`config.mk`:
```
export PLATFORM = sky130hd
export DESIGN_NAME = sdram_tribuf_sched_flat
export DESIGN_NICKNAME = d
export VERILOG_FILES = /design/src/rtl/sdram_tribuf_sched_if.sv /design/src/rtl/sdram_tribuf_sched.sv /design/src/flat_wrapper.sv
export SDC_FILE = /design/constraint.sdc
export NUM_CORES = 1
export LEC_CHECK = 0
export CAP_MARGIN = 5
export CORE_MARGIN = 2
export CORE_UTILIZATION = 42
export CTS_BUF_LIST = sky130_fd_sc_hd__clkbuf_4 sky130_fd_sc_hd__clkbuf_8 sky130_fd_sc_hd__clkbuf_16
export DETAILED_ROUTE_END_ITERATION = 8
export PLACE_DENSITY = 0.83
export SYNTH_ARGS = -nofsm -noshare
export SYNTH_HDL_FRONTEND = slang
export SYNTH_SLANG_ARGS = --single-unit
```
`constraint.sdc`:
```
create_clock -name clk -period 2.8 [get_ports clk]
set_input_delay 0.56 -clock clk [delete_from_list [all_inputs] [get_ports clk]]
set_output_delay 0.56 -clock clk [all_outputs]
set_load 0.01 [all_outputs]
```
`src/rtl/sdram_tribuf_sched_if.sv`:
```
// Event and address/status bundle between the frame writer/display logic and the
// triple-buffer scheduler that steers the SDRAM read and write ports.
interface sdram_tribuf_sched_if;
   logic        sdram_init_done;
   logic        wr_frame_start;
   logic        wr_frame_end;
   logic        rd_frame_start;
   logic [23:0] wr_min_addr;
   logic [23:0] wr_max_addr;
   logic        wr_load;
   logic [23:0] rd_min_addr;
   logic [23:0] rd_max_addr;
   logic        rd_load;
   logic        sdram_read_valid;
   logic [1:0]  cur_wr_buf;
   logic [1:0]  cur_rd_buf;
   logic [15:0] drop_cnt;
   logic [15:0] repeat_cnt;

   modport master (
      output sdram_init_done, wr_frame_start, wr_frame_end, rd_frame_start,
      input  wr_min_addr, wr_max_addr, wr_load, rd_min_addr, rd_max_addr, rd_load,
      input  sdram_read_valid, cur_wr_buf, cur_rd_buf, drop_cnt, repeat_cnt
   );

   modport slave (
      input  sdram_init_done, wr_frame_start, wr_frame_end, rd_frame_start,
      output wr_min_addr, wr_max_addr, wr_load, rd_min_addr, rd_max_addr, rd_load,
      output sdram_read_valid, cur_wr_buf, cur_rd_buf, drop_cnt, repeat_cnt
   );
endinterface

```
`src/rtl/sdram_tribuf_sched.sv`:
```
// Triple-buffer scheduler: the writer never touches the displayed buffer and the
// reader always picks up the newest completed frame.
module sdram_tribuf_sched #(
   parameter logic [23:0] BASE_ADDR   = 24'h000000,
   parameter logic [23:0] FRAME_SIZE  = 24'h04B000,
   parameter int unsigned LOAD_CYCLES = 4
) (
   input logic                 clk,
   input logic                 rst_n,
   sdram_tribuf_sched_if.slave bus
);

   localparam logic [25:0] END_CHK = {2'b00, BASE_ADDR} + {2'b00, FRAME_SIZE}
                                   + {2'b00, FRAME_SIZE} + {2'b00, FRAME_SIZE};
   localparam logic [23:0] BASE0 = BASE_ADDR;
   localparam logic [23:0] BASE1 = BASE_ADDR + FRAME_SIZE;
   localparam logic [23:0] BASE2 = BASE_ADDR + FRAME_SIZE + FRAME_SIZE;
   localparam logic [3:0]  LOAD_INIT = 4'(LOAD_CYCLES);

   generate
      if (END_CHK > 26'h1000000) begin : g_bad_frame_size
         $error("sdram_tribuf_sched: three frames do not fit in 24-bit address space");
      end
      if ((LOAD_CYCLES < 1) || (LOAD_CYCLES > 15)) begin : g_bad_load_cycles
         $error("sdram_tribuf_sched: LOAD_CYCLES must be 1..15");
      end
   endgenerate

   function automatic logic [23:0] base_of(input logic [1:0] idx);
      case (idx)
         2'd0:    base_of = BASE0;
         2'd1:    base_of = BASE1;
         2'd2:    base_of = BASE2;
         default: base_of = BASE0;
      endcase
   endfunction

   // Lowest buffer that is neither displayed nor holding an unread complete frame.
   function automatic logic [1:0] pick_free(input logic [1:0] rd, input logic [1:0] rdy,
                                            input logic vld);
      if ((rd != 2'd0) && !(vld && (rdy == 2'd0))) begin
         pick_free = 2'd0;
      end else if ((rd != 2'd1) && !(vld && (rdy == 2'd1))) begin
         pick_free = 2'd1;
      end else begin
         pick_free = 2'd2;
      end
   endfunction

   logic [1:0]  wr_idx_r, rd_idx_r, rdy_idx_r;
   logic        rdy_vld_r, wr_active_r, read_valid_r;
   logic [15:0] drop_r, repeat_r;
   logic [3:0]  wr_cnt_r, rd_cnt_r;
   logic        wr_load_r, rd_load_r;
   logic [23:0] wr_min_r, wr_max_r, rd_min_r, rd_max_r;

   logic [1:0]  wr_idx_s, rd_idx_s, rdy_idx_s;
   logic        rdy_vld_s, wr_active_s, read_valid_s;
   logic [15:0] drop_s, repeat_s;
   logic        wr_trig_s, rd_trig_s;
   logic [3:0]  wr_cnt_s, rd_cnt_s;

   // Next-state evaluation: frame end, then read start, then write start, each on next-state values.
   always_comb begin
      wr_idx_s     = wr_idx_r;
      rd_idx_s     = rd_idx_r;
      rdy_idx_s    = rdy_idx_r;
      rdy_vld_s    = rdy_vld_r;
      wr_active_s  = wr_active_r;
      read_valid_s = read_valid_r;
      drop_s       = drop_r;
      repeat_s     = repeat_r;
      wr_trig_s    = 1'b0;
      rd_trig_s    = 1'b0;
      if (bus.sdram_init_done) begin
         if (bus.wr_frame_end && wr_active_s) begin
            if (rdy_vld_s) begin
               drop_s = drop_s + 16'd1;
            end else begin
               drop_s = drop_s;
            end
            rdy_idx_s   = wr_idx_s;
            rdy_vld_s   = 1'b1;
            wr_active_s = 1'b0;
         end else begin
            wr_active_s = wr_active_s;
         end
         if (bus.rd_frame_start) begin
            rd_trig_s = 1'b1;
            if (rdy_vld_s) begin
               rd_idx_s     = rdy_idx_s;
               rdy_vld_s    = 1'b0;
               read_valid_s = 1'b1;
            end else if (read_valid_s) begin
               repeat_s = repeat_s + 16'd1;
            end else begin
               repeat_s = repeat_s;
            end
         end else begin
            rd_trig_s = 1'b0;
         end
         if (bus.wr_frame_start) begin
            if (wr_active_s) begin
               drop_s = drop_s + 16'd1;
            end else begin
               drop_s = drop_s;
            end
            wr_idx_s    = pick_free(rd_idx_s, rdy_idx_s, rdy_vld_s);
            wr_active_s = 1'b1;
            wr_trig_s   = 1'b1;
         end else begin
            wr_trig_s = 1'b0;
         end
      end else begin
         wr_trig_s = 1'b0;
      end

      if (wr_trig_s) begin
         wr_cnt_s = LOAD_INIT;
      end else if (wr_cnt_r != 4'd0) begin
         wr_cnt_s = wr_cnt_r - 4'd1;
      end else begin
         wr_cnt_s = 4'd0;
      end
      if (rd_trig_s) begin
         rd_cnt_s = LOAD_INIT;
      end else if (rd_cnt_r != 4'd0) begin
         rd_cnt_s = rd_cnt_r - 4'd1;
      end else begin
         rd_cnt_s = 4'd0;
      end
   end

   // State, pulse counters and registered outputs.
   always_ff @(posedge clk or negedge rst_n) begin
      if (!rst_n) begin
         wr_idx_r     <= 2'd0;
         rd_idx_r     <= 2'd2;
         rdy_idx_r    <= 2'd2;
         rdy_vld_r    <= 1'b0;
         wr_active_r  <= 1'b0;
         read_valid_r <= 1'b0;
         drop_r       <= 16'd0;
         repeat_r     <= 16'd0;
         wr_cnt_r     <= 4'd0;
         rd_cnt_r     <= 4'd0;
         wr_load_r    <= 1'b0;
         rd_load_r    <= 1'b0;
         wr_min_r     <= BASE0;
         wr_max_r     <= BASE0 + FRAME_SIZE;
         rd_min_r     <= BASE2;
         rd_max_r     <= BASE2 + FRAME_SIZE;
      end else begin
         wr_idx_r     <= wr_idx_s;
         rd_idx_r     <= rd_idx_s;
         rdy_idx_r    <= rdy_idx_s;
         rdy_vld_r    <= rdy_vld_s;
         wr_active_r  <= wr_active_s;
         read_valid_r <= read_valid_s;
         drop_r       <= drop_s;
         repeat_r     <= repeat_s;
         wr_cnt_r     <= wr_cnt_s;
         rd_cnt_r     <= rd_cnt_s;
         wr_load_r    <= (wr_cnt_s != 4'd0);
         rd_load_r    <= (rd_cnt_s != 4'd0);
         wr_min_r     <= base_of(wr_idx_s);
         wr_max_r     <= base_of(wr_idx_s) + FRAME_SIZE;
         rd_min_r     <= base_of(rd_idx_s);
         rd_max_r     <= base_of(rd_idx_s) + FRAME_SIZE;
      end
   end

   assign bus.wr_min_addr      = wr_min_r;
   assign bus.wr_max_addr      = wr_max_r;
   assign bus.wr_load          = wr_load_r;
   assign bus.rd_min_addr      = rd_min_r;
   assign bus.rd_max_addr      = rd_max_r;
   assign bus.rd_load          = rd_load_r;
   assign bus.sdram_read_valid = read_valid_r;
   assign bus.cur_wr_buf       = wr_idx_r;
   assign bus.cur_rd_buf       = rd_idx_r;
   assign bus.drop_cnt         = drop_r;
   assign bus.repeat_cnt       = repeat_r;

endmodule

```
`src/flat_wrapper.sv`:
```
// flat-port wrapper written by rule: the top's interface ports become plain ports
module sdram_tribuf_sched_flat 
#(
   parameter logic [23:0] BASE_ADDR   = 24'h000000,
   parameter logic [23:0] FRAME_SIZE  = 24'h04B000,
   parameter int unsigned LOAD_CYCLES = 4
)
  (clk, rst_n, bus_sdram_init_done, bus_wr_frame_start, bus_wr_frame_end, bus_rd_frame_start, bus_wr_min_addr, bus_wr_max_addr, bus_wr_load, bus_rd_min_addr, bus_rd_max_addr, bus_rd_load, bus_sdram_read_valid, bus_cur_wr_buf, bus_cur_rd_buf, bus_drop_cnt, bus_repeat_cnt);
  sdram_tribuf_sched_if bus_i ();
  input logic clk;
  input logic rst_n;
  input wire logic [$bits(bus_i.sdram_init_done)-1:0] bus_sdram_init_done;
  input wire logic [$bits(bus_i.wr_frame_start)-1:0] bus_wr_frame_start;
  input wire logic [$bits(bus_i.wr_frame_end)-1:0] bus_wr_frame_end;
  input wire logic [$bits(bus_i.rd_frame_start)-1:0] bus_rd_frame_start;
  output wire logic [$bits(bus_i.wr_min_addr)-1:0] bus_wr_min_addr;
  output wire logic [$bits(bus_i.wr_max_addr)-1:0] bus_wr_max_addr;
  output wire logic [$bits(bus_i.wr_load)-1:0] bus_wr_load;
  output wire logic [$bits(bus_i.rd_min_addr)-1:0] bus_rd_min_addr;
  output wire logic [$bits(bus_i.rd_max_addr)-1:0] bus_rd_max_addr;
  output wire logic [$bits(bus_i.rd_load)-1:0] bus_rd_load;
  output wire logic [$bits(bus_i.sdram_read_valid)-1:0] bus_sdram_read_valid;
  output wire logic [$bits(bus_i.cur_wr_buf)-1:0] bus_cur_wr_buf;
  output wire logic [$bits(bus_i.cur_rd_buf)-1:0] bus_cur_rd_buf;
  output wire logic [$bits(bus_i.drop_cnt)-1:0] bus_drop_cnt;
  output wire logic [$bits(bus_i.repeat_cnt)-1:0] bus_repeat_cnt;
  assign bus_i.sdram_init_done = bus_sdram_init_done;
  assign bus_i.wr_frame_start = bus_wr_frame_start;
  assign bus_i.wr_frame_end = bus_wr_frame_end;
  assign bus_i.rd_frame_start = bus_rd_frame_start;
  assign bus_wr_min_addr = bus_i.wr_min_addr;
  assign bus_wr_max_addr = bus_i.wr_max_addr;
  assign bus_wr_load = bus_i.wr_load;
  assign bus_rd_min_addr = bus_i.rd_min_addr;
  assign bus_rd_max_addr = bus_i.rd_max_addr;
  assign bus_rd_load = bus_i.rd_load;
  assign bus_sdram_read_valid = bus_i.sdram_read_valid;
  assign bus_cur_wr_buf = bus_i.cur_wr_buf;
  assign bus_cur_rd_buf = bus_i.cur_rd_buf;
  assign bus_drop_cnt = bus_i.drop_cnt;
  assign bus_repeat_cnt = bus_i.repeat_cnt;
  sdram_tribuf_sched #(.BASE_ADDR(BASE_ADDR), .FRAME_SIZE(FRAME_SIZE), .LOAD_CYCLES(LOAD_CYCLES)) u_core (.clk(clk), .rst_n(rst_n), .bus(bus_i));
endmodule
```
==> results.cfg <==
[timing]
fin_crit_ns = 2.68
setup_ws_ns = 0.123
fmax_ghz = 0.374
final_hold_viol_count = 0
slew_headroom_pct = 44.3
period_share_pct = 95.6
rsz0062_at_grt = no
tightest_slew_ns = 0.836
setup_viol = 0
drv_slew = 0
fin_skew_ns = 0.00832

[cells_and_area]
fillers = 860
final_cell_mix = clkdlybuf4s50_1 (74), conb_1 (64), dfrtp_1 (57)
final_layout_size_suffix_gt1_share_pct = 14.7
final_common_cell = clkdlybuf4s50_1
area_growth_pct = 20.4
fin_cells = 657
diodes = 0
postLayoutCellArea_sq_um = 5060
final_core_util_pct = 52.0
nNetsFinal = 536

[global_route]
grt_max_degree = 66
grt_pass1_wl_mm = 14.5
antenna_found_initial = 0
grt_usage_pct = 16.3
grt_pass1_vias = 3086
overflow = 0

[setup_path]
start_kind = primary input
worst_path_max_delay_cell = or4b_1
end_kind = flop
r2r_start = u_core.bus.drop_cnt[0]
path_common_cell = nand2_1
crit_fanout = 6
cpPeakStageDelay_ns = 0.52
critPathArrivalTime_ns = 2.91
r2r_slack_ns = 0.23
cp_data_required_time_ns = 3.03
critPathKind = primary input to flop
crit_path_end = u_core.bus.drop_cnt[14]
crit_chain = dlygate4sd2_1 -> and3_1 -> nand2_1 -> nand2_1 -> ha_1 -> inv_1 -> or4b_1 -> a21o_1 -> nor4_4 -> a211oi_1 -> a211o_1
critical_path.startpoint = bus_wr_frame_end
r2r-end = u_core.bus.drop_cnt[14]
ff2ff_path_depth = 10

[power_and_ir_drop]
power_w = 0.00369
p_per_area_nw_per_um2 = 729
peakVddDrop_mv = 0.519
leakage_nw = 2.29

[cts]
cts_inserted_buffers = 9
cts.reportedPaths.clkPinSlew_ns = 0.07
htreeDepth = 3
ctsHoldBuffers = 0
cts_tree = yes
cts_setup_buffers = 0
ctsLongestPathBuffers = 2
root_buffer = clkbuf_8
post_cts_resize_count = 1
clock-sinks = 65
insertion_delay_ns = 0.35

[detailed_routing]
antenna_left = 0
drt-total-wl_mm = 8.73
drc = 0
dr.pass1.iters = 4
drtIter0Drc = 95
wl_per_cell_um = 13.3
wl_met3_um = 494
vias = 3156
vias_per_cell = 4.80
route.met2.wl_mm = 4.53
drt-met1-wl_mm = 3.68
top_layer_used = met4

[synthesis]
ys_warn_count = 0
synth_edf_count = 0
yosys-top-cells-area = dfrtp_1 (34%), buf_4 (15%), dfstp_2 (5.0%), xnor2_1 (5.0%), ha_1 (3.3%)
ys_seq_area_share_pct = 38.9
synthArstFlopShare_pct = 100
ys_types = 66
yosysTopAreaCell = dfrtp_1
synth_cells = 436
synth_top_area_share_pct = 33.9
avgSynthCellArea_sq_um = 9.65
synth-seq-cells = 65
syn-cell-area_sq_um = 4210
synth-main-ff-cell = dfrtp_1

[floorplanning]
row_count = 36
ios = 141
die_y_um = 104
initial_core_util_pct = 43.2
die_area_sq_um = 10800
core_area_sq_um = 9730
die_w_um = 104

[min_path]
hold_path_class = primary input to asynchronous set/reset pin

[placement]
io_buffers = 76
dp.cells = 641
dpl_worst_slack_ns = -0.472
routabilityCongestion = 0.839
dp_hpwl_mm = 6.38
placed_area_sq_um = 4860

[run_status]
outcome = complete, no violations

[job]
cap_violations = 0
through the flow:
stage / TNS [ns] / hold WS, ns
floorplan: 0 / 0.264
global placement: -1.74 / 0.444
detailed placement: -2.69 / 0.457
CTS: 0 / 0.419
global route: 0 / 0.461
finish: 0 / 0.392
synthesized netlist by cell type, drive strengths merged, types with 2 or more instances:
master,count
a211o,2
a21o,2
a21oi,12
a311o,2
a31o,2
and2,5
and3,4
and4,4
buf,90
clkbuf,7
dfrtp,57
dfstp,8
ha,11
inv,23
mux2,4
mux2i,2
nand2,29
nand2b,3
nand3,18
nand3b,2
nand4,15
nand4b,4
nor2,30
nor2b,3
nor3,11
nor4,5
o2111ai,2
o21ai,14
or2,2
or4,2
xnor2,24
xor2,12
critical path, delay by kind of cell:
kind,cells,cell delay (ns)
buffers and inverters,2,0.40
AO/OA/AOI/OAI,3,0.61
AND/OR/NAND/NOR,5,1.18
adder cells (fa/ha/maj),1,0.16
cell families (layout without fill, tap and decap cells):
kind of cell             Yosys count  in the layout  synth area share, %
other                              1             64               0.0891
flip-flops                        65             65                 38.9
multiplexers                       6              6                 1.55
XOR/XNOR                          36             36                 7.50
AND/OR/NAND/NOR                  143            143                 20.6
AO/OA/AOI/OAI                     53             53                 8.72
adder cells (fa/ha/maj)           11             11                 3.27
buffers and inverters            121            146                 19.4
where the power goes:
part / internal [W] / total (W) / leakage (nW) / switching (W)
registers: 0.00119 / 0.00142 / 0.798 / 0.000227
logic: 0.000744 / 0.00145 / 1.40 / 0.000709
clock network: 0.000419 / 0.000823 / 0.0966 / 0.000405
total: 0.00235 / 0.00369 / 2.29 / 0.00134
cell type report:
type                            instances  area, sq um  share of cell area, %
Multi-Input combinational cell        313         1990                   39.3
Inverter                               24         90.1                   1.78
Timing Repair Buffer                  106          980                   19.3
Sequential cell                        65         1640                   32.3
Clock buffer                            9          124                   2.45
Clock inverter                          7         76.3                   1.51
Tap cell                              133          166                   3.29
registers in the layout, summed over array words and instances, names as in the netlist, 4 cells and up:
| signal | count |
|---|---|
| u_core.bus.drop_cnt | 16 |
| u_core.bus.wr_max_addr | 6 |
| u_core.bus.rd_max_addr | 7 |
| u_core.bus.repeat_cnt | 16 |
| u_core.rd_cnt_r | 4 |
| u_core.wr_cnt_r | 4 |
worst min-delay path by stage:
stage | endpoint | slack [ns] | cells after the start
finish | u_core.bus.drop_cnt[4] | 0.39 | 2
global route | u_core.bus.drop_cnt[4] | 0.46 | 2
CTS | u_core.bus.drop_cnt[7] | 0.42 | 2
detailed placement | u_core.wr_cnt_r[0] | 0.46 | 1
global placement | u_core.rd_cnt_r[0] | 0.44 | 1
floorplan | u_core.bus.cur_rd_buf[0] | 0.26 | 0
metal layers:
metal  track usage, %  vias to the layer above
li1                 -                     1515
met1             19.4                     1533
met2             29.0                      105
met3             4.70                        3
met4             3.76                        0
met5                0                        -
Note: power is estimated with default switching activity, not from simulation.
